$ cat config.mk
export PLATFORM = sky130hd
export DESIGN_NAME = dram_port_arbiter
export DESIGN_NICKNAME = d
export VERILOG_FILES = /design/src/rtl/dram_port_arbiter.sv
export SDC_FILE = /design/constraint.sdc
export NUM_CORES = 1
export LEC_CHECK = 0
export ABC_CLOCK_PERIOD_IN_PS = 7070
export CAP_MARGIN = 15
export CORE_UTILIZATION = 30
export CTS_CLUSTER_SIZE = 8
export DETAILED_ROUTE_END_ITERATION = 16
export PLACE_DENSITY = 0.57
export REMOVE_ABC_BUFFERS = 1
export SLEW_MARGIN = 5
export SYNTH_ARGS = -nofsm -noshare
export SYNTH_HDL_FRONTEND = slang
export SYNTH_SLANG_ARGS = --single-unit
$ cat constraint.sdc
create_clock -name clk -period 7.07 [get_ports clk]
set_input_delay 1.414 -clock clk [delete_from_list [all_inputs] [get_ports clk]]
set_output_delay 1.414 -clock clk [all_outputs]
set_load 0.02 [all_outputs]
$ cat src/rtl/dram_port_arbiter.sv
// Arbitrates the single-port data RAM between the CPU datapath and the host loader.
// Every access is a fixed IDLE -> ACCESS -> DONE sequence with alternating priority on ties.
module dram_port_arbiter #(
    parameter int ADDRESS_BUS_WIDTH = 11,
    parameter int DATA_BUS_WIDTH    = 24
) (
    input  logic                         clk,
    input  logic                         reset,
    input  logic                         cpu_req,
    input  logic                         cpu_read_not_write,
    input  logic [ADDRESS_BUS_WIDTH-1:0] cpu_addr,
    input  logic [DATA_BUS_WIDTH-1:0]    cpu_wdata,
    output logic [DATA_BUS_WIDTH-1:0]    cpu_rdata,
    output logic                         cpu_ack,
    output logic                         cpu_stall,
    input  logic                         host_req,
    input  logic                         host_read_not_write,
    input  logic [ADDRESS_BUS_WIDTH-1:0] host_addr,
    input  logic [DATA_BUS_WIDTH-1:0]    host_wdata,
    output logic [DATA_BUS_WIDTH-1:0]    host_rdata,
    output logic                         host_ack,
    output logic [ADDRESS_BUS_WIDTH-1:0] mem_address,
    output logic [DATA_BUS_WIDTH-1:0]    mem_write_data,
    input  logic [DATA_BUS_WIDTH-1:0]    mem_read_data,
    output logic                         mem_read_not_write,
    output logic                         mem_cs,
    output logic                         busy,
    output logic                         grant_owner
);

    typedef enum logic [1:0] {
        IDLE   = 2'd0,
        ACCESS = 2'd1,
        DONE   = 2'd2
    } state_t;

    state_t                        state;
    state_t                        next_state;
    logic                          last_grant;
    logic                          owner;
    logic                          lat_rnw;
    logic [ADDRESS_BUS_WIDTH-1:0]  lat_addr;
    logic [DATA_BUS_WIDTH-1:0]     lat_wdata;
    logic [DATA_BUS_WIDTH-1:0]     cpu_rdata_q;
    logic [DATA_BUS_WIDTH-1:0]     host_rdata_q;
    logic                          any_req;
    logic                          pick_host;

    // On a tie the port that did not win last time goes first.
    assign any_req   = cpu_req | host_req;
    assign pick_host = host_req & (~cpu_req | ~last_grant);

    always_ff @(posedge clk or posedge reset) begin
        if (reset) begin
            state        <= IDLE;
            last_grant   <= 1'b1;
            owner        <= 1'b0;
            lat_rnw      <= 1'b1;
            lat_addr     <= '0;
            lat_wdata    <= '0;
            cpu_rdata_q  <= '0;
            host_rdata_q <= '0;
        end else begin
            state <= next_state;
            if (state == IDLE && any_req) begin
                owner      <= pick_host;
                last_grant <= pick_host;
                lat_rnw    <= pick_host ? host_read_not_write : cpu_read_not_write;
                lat_addr   <= pick_host ? host_addr : cpu_addr;
                lat_wdata  <= pick_host ? host_wdata : cpu_wdata;
            end
            if (state == DONE && lat_rnw) begin
                if (owner)
                    host_rdata_q <= mem_read_data;
                else
                    cpu_rdata_q  <= mem_read_data;
            end
        end
    end

    // mem_cs and the acks decode the state register, so reset removes them at once.
    always_comb begin
        next_state         = state;
        mem_cs             = 1'b0;
        mem_read_not_write = 1'b1;
        cpu_ack            = 1'b0;
        host_ack           = 1'b0;
        cpu_rdata          = cpu_rdata_q;
        host_rdata         = host_rdata_q;
        unique case (state)
            IDLE: begin
                if (any_req)
                    next_state = ACCESS;
            end
            ACCESS: begin
                mem_cs             = 1'b1;
                mem_read_not_write = lat_rnw;
                next_state         = DONE;
            end
            DONE: begin
                cpu_ack    = ~owner;
                host_ack   = owner;
                // Read data is only valid this cycle, so forward it alongside the ack.
                if (lat_rnw) begin
                    if (owner)
                        host_rdata = mem_read_data;
                    else
                        cpu_rdata  = mem_read_data;
                end
                next_state = IDLE;
            end
            default: begin
                next_state = IDLE;
            end
        endcase
    end

    assign mem_address    = lat_addr;
    assign mem_write_data = lat_wdata;
    assign busy           = (state != IDLE);
    assign grant_owner    = owner;
    assign cpu_stall      = cpu_req & ~cpu_ack;

endmodule
==> impl_results.md, run 1 <==
* GRT overflow at 0
* Failing checks: DRC
* Pin count of the biggest net entering global routing at 50
* Synth cell count leaders: mux2_2 (110), dfrtp_1 (86), mux2_4 (58)
* Average size of a mapped cell at roughly 16 um^2
* Flop2flop setup slack at approximately 5000 ps
* CP arrival at 2750 ps
* Fin crit share at about three fifths
* Die area at 15800 um^2
* Iter 0 DRT Violations at between 100 and 150
* Reg2reg path depth at 4
* Register area share after synthesis at between 40% and 50%
* Boundary Pins at 190
* Overall power at approximately 3.2 mW
* Slew @ Worst Pin at 709 ps
* Layout cell share with drive strength beyond 1 at between 40 and 50%
* Total routed wirelength at 10500 um
* Total CTS buffers at 9
* Largest fanout on the critical path at 4
* Hold worst-path end: host_rdata_q[16]$_DFFE_PP0P_
* Clk_skew at a little under 5 ps
* Critical path required time at between 5000 and 6000 ps
* Status: finished with violations
* # hold bufs at CTS at 0
* Placed cell count at between 600 and 700
* Yosys warns at 0
* DR WL/cell at around 16 um
* Top-area cell type share of the netlist area at approximately 47%
* Max IR drop VDD at around 0.17 mV
* Footprint of the multi-input gates at 2210 um^2
* Post-CTS sizing at 0
* Reg-to-Reg End: mem_address[5]$_DFFE_PP0P_
* Setup Crit Path Kind: input port to output pin
* Final HPWL DP at 7540 um
* Antenna Violating Nets Remaining at 0
* Post-Syn Instances at about 290
* Number of max-cap violations at 0
* Initial Util at around 31%
* Area of the mapped netlist at approximately 4600 um^2
* Detailed Routing Iterations Pass 1 at 9
* Worst setup EP type: output pin
* Hold Path Cell Cnt at 1
* Cell variety after synth at 21
* Power density cells at between 400 and 500 nW/um^2
* Finished Cell Area at 6900 um^2
* RSZ-0062 raised after global routing: no
* Count leader, synth: mux2_2
* Final RePlAce weighted congestion at 0.686
* Hold path start: host_rdata_q[16]$_DFFE_PP0P_
* Worst-path clk slew at 60 ps
* Post-CTS setup buffer count at 0
* Min Tclk post-route at about 4200 ps
* Root Driver: clkbuf_16
* Setup Viol. Count Final at 0
* Row cnt at 44
* Area after DPL at roughly 6600 um^2
* H-Tree Depth at 3
* Vias in the first global route at 3215
* #FFs+latches synth at 88
* Final worst slack at between 2000 and 3000 ps
* Worst slack, placed at about 2900 ps
* Launch point of the worst reg-to-reg path: last_grant$_DFFE_PP1P_
* Leak Pwr at between 2 and 3 nW
* Chip height at around 130 um
* Worst Hold Slack at roughly 500 ps
* Total clock sinks at 88
* Async S/R FF share, synth at 100%
* Die Wd at between 100 and 150 um
* CTS tree: yes
* Number of synthesized flops with an enable pin at 0
* Residual DRC at 11
* Min-delay worst type: register to register
* Fmax at between 200 and 250 MHz
* Dominant synthesized flop cell: dfrtp_1
* Filler cells at ~1300
* Ranking of synthesized cells by area: dfrtp_1 (47%), mux2_2 (27%), mux2_4 (19%)
* Initial antenna violation count at 0
* Clock Latency Late Sink at 340 ps
* # diodes at 0
* Core footprint at around 15000 um^2
* Max-slew headroom at 52.7%
* Maximum buffer depth of the clock tree at 2
* Startpoint Class: input port
* Area grow syn2layout at 50.5%
* Drt via density at between 4 and 5
* Slew Viols, Final at 0
* # nets final at 578
* PortBufs at roughly 190
* Area leader, netlist: dfrtp_1
* Final hold viol count at 0
* Post-Layout Cell Count at 667
* Final core utilization at 46.9%
* FF+latch area at 2200 um^2
* Setup TNS at 0 ps
* Total track usage at between 10% and 20%
* Vias at 3036
* First-pass GRT wire length at between 15000 and 20000 um
-- report_power, final --
part / total [mW] / internal [mW] / switching, mW
logic: 1.79 / 1.02 / 0.764
clock network: 0.501 / 0.308 / 0.193
registers: 0.909 / 0.769 / 0.139
total: 3.20 / 2.10 / 1.10
-- cell families (layout without fill, tap and decap cells) --
family | after synthesis | count (layout) | synth area share (%)
AOI/OAI and AO/OA | 5 | 5 | 0.764
buffers and inverters | 21 | 213 | 3.85
DFF | 88 | 88 | 48.1
muxes | 168 | 168 | 46.0
and+or+nand+nor | 9 | 9 | 1.31
-- worst max-delay path by stage --
stage / from / endpoint / cells after the start
2_1_floorplan: grant_owner$_DFFE_PP0P_ / cpu_rdata[0] / 3
4_1_cts: mem_read_data[1] / cpu_rdata[1] / 3
6_report: mem_read_data[1] / host_rdata[1] / 3
3_3_place_gp: mem_read_data[21] / cpu_rdata[21] / 3
5_1_grt: grant_owner$_DFFE_PP0P_ / cpu_rdata[1] / 5
3_5_place_dp: mem_read_data[21] / cpu_rdata[21] / 3
-- worst max-delay path, cell delays in order --
cell,delay (ps)
clkdlybuf4s50_1,530
mux2_2,180
clkdlybuf4s50_1,620
-- routing by layer --
layer | vias up | track usage, % | wire length [um] | share of wire (%)
li1 | 1424 | - | - | -
met1 | 1458 | 16.4 | 4410 | 42
met2 | 143 | 20.8 | 4660 | 44
met3 | 11 | 6.80 | 1280 | 12
met4 | 0 | 6.46 | 188 | 1.8
met5 | - | 0 | 0 | 0
-- sequential cells by signal, indices dropped and copies added (netlist names) --
register        flops
cpu_rdata_q        24
host_rdata_q       24
mem_write_data     24
mem_address        11
state               2
grant_owner         1
last_grant          1
lat_rnw             1
-- layout by cell type, fill, tap and decap left out, types with 2 or more instances in the layout --
master,instances
dfrtp_1,86
bufinv_16,2
mux2_2,110
inv_1,2
clkinv_2,4
dfstp_2,2
buf_4,5
clkbuf_16,9
nor2b_1,3
clkdlybuf4s50_1,189
mux2_4,58
-- final cells by class --
type / instances / share of cell area [%]
clock buffers: 10 / 3.32
clock inverters: 6 / 1.22
inverters: 3 / 0.181
multi-input cells: 182 / 32.0
flip-flops and latches: 88 / 32.0
well taps: 184 / 3.34
repair buffers: 194 / 28.0
Power figures use the tool's default switching activity.
==> run 2: changes to the inputs <==
--- a/config.mk
+++ b/config.mk
@@ -5,12 +5,12 @@
 export SDC_FILE = /design/constraint.sdc
 export NUM_CORES = 1
 export LEC_CHECK = 0
-export ABC_CLOCK_PERIOD_IN_PS = 7070
+export ABC_CLOCK_PERIOD_IN_PS = 3450
 export CAP_MARGIN = 15
 export CORE_UTILIZATION = 30
 export CTS_CLUSTER_SIZE = 8
 export DETAILED_ROUTE_END_ITERATION = 16
-export PLACE_DENSITY = 0.57
+export PLACE_DENSITY = 0.59
 export REMOVE_ABC_BUFFERS = 1
 export SLEW_MARGIN = 5
 export SYNTH_ARGS = -nofsm -noshare
==> constraint.sdc (replaced) <==
create_clock -name clk -period 3.45 [get_ports clk]
set_input_delay 0.69 -clock clk [delete_from_list [all_inputs] [get_ports clk]]
set_output_delay 0.69 -clock clk [all_outputs]
set_load 0.02 [all_outputs]
==> run 2 against run 1 <==
Net effect:
- the run still ends with DRC left
- critical path depth grew 2
- power grew 110%
- routed wire length shrank 2.6%
- sequential power grew 100%
- register-to-register slack lost 3300 ps
- worst setup slack lost 2600 ps
- combinational power grew 110%
- final cell count is the same
- largest power group unchanged
==> impl_results.md, run 2 (same netlist as run 1, synthesis figures left out) <==
* CP arrival at ~2400 ps
* CTS tree: yes
* Worst-path clk slew at 60 ps
* Setup TNS at 0 ps
* Boundary Pins at between 150 and 200
* Pin count of the biggest net entering global routing at 49
* Die area at 15800 um^2
* Drt via density at 4.49
* Worst path slowest cell: clkdlybuf4s50_1
* Final HPWL DP at ~7400 um
* Total routed wirelength at approximately 10000 um
* GRT overflow at 0
* Worst setup EP type: output pin
* Iter 0 DRT Violations at 81
* Post-CTS setup buffer count at 0
* Area after DPL at ~6700 um^2
* RSZ-0062 raised after global routing: no
* Global route hottest layer: met2
* Setup Crit Path Kind: register to output pin
* Grt met2 use at 21.3%
* First-pass GRT wire length at around 17000 um
* Most frequent cells in the layout: clkdlybuf4s50_1 (189), mux2_2 (110), dfrtp_1 (86), mux2_4 (58), clkbuf_16 (9)
* Chip height at about 130 um
* # nets final at 579
* Post-CTS sizing at 0
* Layout cell share with drive strength beyond 1 at about 40%
* Vias in the first global route at ~3300
* Initial Util at a little under a third
* Row cnt at 44
* Final core utilization at approximately 47%
* Final RePlAce weighted congestion at 0.728
* Critical-path cell list: nor3b_2 > and2_2 > buf_12 > mux2_2 > clkdlybuf4s50_1
* Slew @ Worst Pin at 361 ps
* Vias at ~3000
* Slew Viols, Final at 0
* Min Tclk post-route at 3100 ps
* Initial antenna violation count at 0
* Min-delay worst type: register to register
* Antenna Violating Nets Remaining at 0
* Filler cells at 1305
* Core footprint at between 10000 and 15000 um^2
* DR WL/cell at approximately 15 um
* Root Driver: clkbuf_16
* Met1 GRT Util at between 10% and 20%
* Status: finished with violations
* PortBufs at 189
* Detailed Routing Iterations Pass 1 at 9
* Worst Hold Slack at 501 ps
* Final hold viol count at 0
* Clock Latency Late Sink at between 300 and 400 ps
* Fmax at approximately 320 MHz
* # hold bufs at CTS at 0
* Number of max-cap violations at 0
* Final worst slack at between 300 and 400 ps
* Max stage delay on crit path at approximately 570 ps
* Power density cells at roughly 940 nW/um^2
* Total CTS buffers at 9
* Worst slack, placed at approximately 700 ps
* Critical path required time at about 2800 ps
* Area grow syn2layout at 51.8%
* Met3 GRT Util at ~5.8%
* Max-slew headroom at 76.0%
* Startpoint Class: register
* H-Tree Depth at 3
* Total clock sinks at just under 90
* Residual DRC at 11
* Die Wd at between 100 and 150 um
* Failing checks: DRC
* Largest fanout on the critical path at 48
* Finished Cell Area at just under 7000 um^2
* Setup Viol. Count Final at 0
* Max IR drop VDD at ~0.45 mV
* Most common cell after layout, fill and taps aside: clkdlybuf4s50_1
* Clk_skew at 5.46 ps
* Leak Pwr at roughly 2.9 nW
* Total track usage at between 10% and 20%
* Fin crit share at between 80% and 90%
* Maximum buffer depth of the clock tree at 2
* # diodes at 0
-- run 2: cell types whose count changed in the layout (fill, tap and decap cells not counted), sizes merged --
cell / previous run / this run
buf: 5 / 6
clkbuf: 10 / 11
clkinv: 5 / 3
-- run 2: power breakdown --
part           switching (mW)  internal [mW]
combinational            1.56           2.14
clock                   0.382          0.628
sequential              0.284           1.58
total                    2.23           4.34
-- run 2: path summary, 6_finish.rpt --
path	start	end	slack (ps)	depth (start not counted)
max	grant_owner$_DFFE_PP0P_	cpu_rdata[5]	350	5
max reg2reg	last_grant$_DFFE_PP1P_	mem_address[4]$_DFFE_PP0P_	1740	4
min	state[1]$_DFFE_PP0P_	state[1]$_DFFE_PP0P_	500	1
max in group asynchronous	reset	cpu_rdata_q[11]$_DFFE_PP0P_	2160	3
min in group asynchronous	reset	host_rdata_q[0]$_DFFE_PP0P_	630	2
min reg2reg	state[1]$_DFFE_PP0P_	state[1]$_DFFE_PP0P_	500	1
-- run 2: worst max-delay path, delay by kind of cell, from the launching register on --
kind	cells	cell delay, ps
buffers and inverters	2	820
and+or+nand+nor	2	450
DFF	1	410
muxes	1	370
-- run 2: metal layers --
metal	part of all wire [%]	wire (um)	vias to the layer above
met4	1.6	165	0
li1	-	-	1421
met5	0	0	-
met3	12	1200	11
met2	43	4460	150
met1	43	4430	1414
-- run 2: area by class of cell --
cell class	count	area, um^2	share of cell area (%)
Tap cell	184	230	3.31
Clock inverter	4	70.1	1.01
Inverter	3	12.5	0.180
Sequential cell	88	2200	31.7
Timing Repair Buffer	195	2000	28.7
Multi-Input combinational cell	182	2210	31.8
Clock buffer	11	233	3.34
-- run 2: stage by stage --
stage               power (mW)  instances
floorplan                 4.05        273
global placement          5.57        652
detailed placement        5.60        652
CTS                       6.66        667
global route              6.94        667
finish                    6.57        667
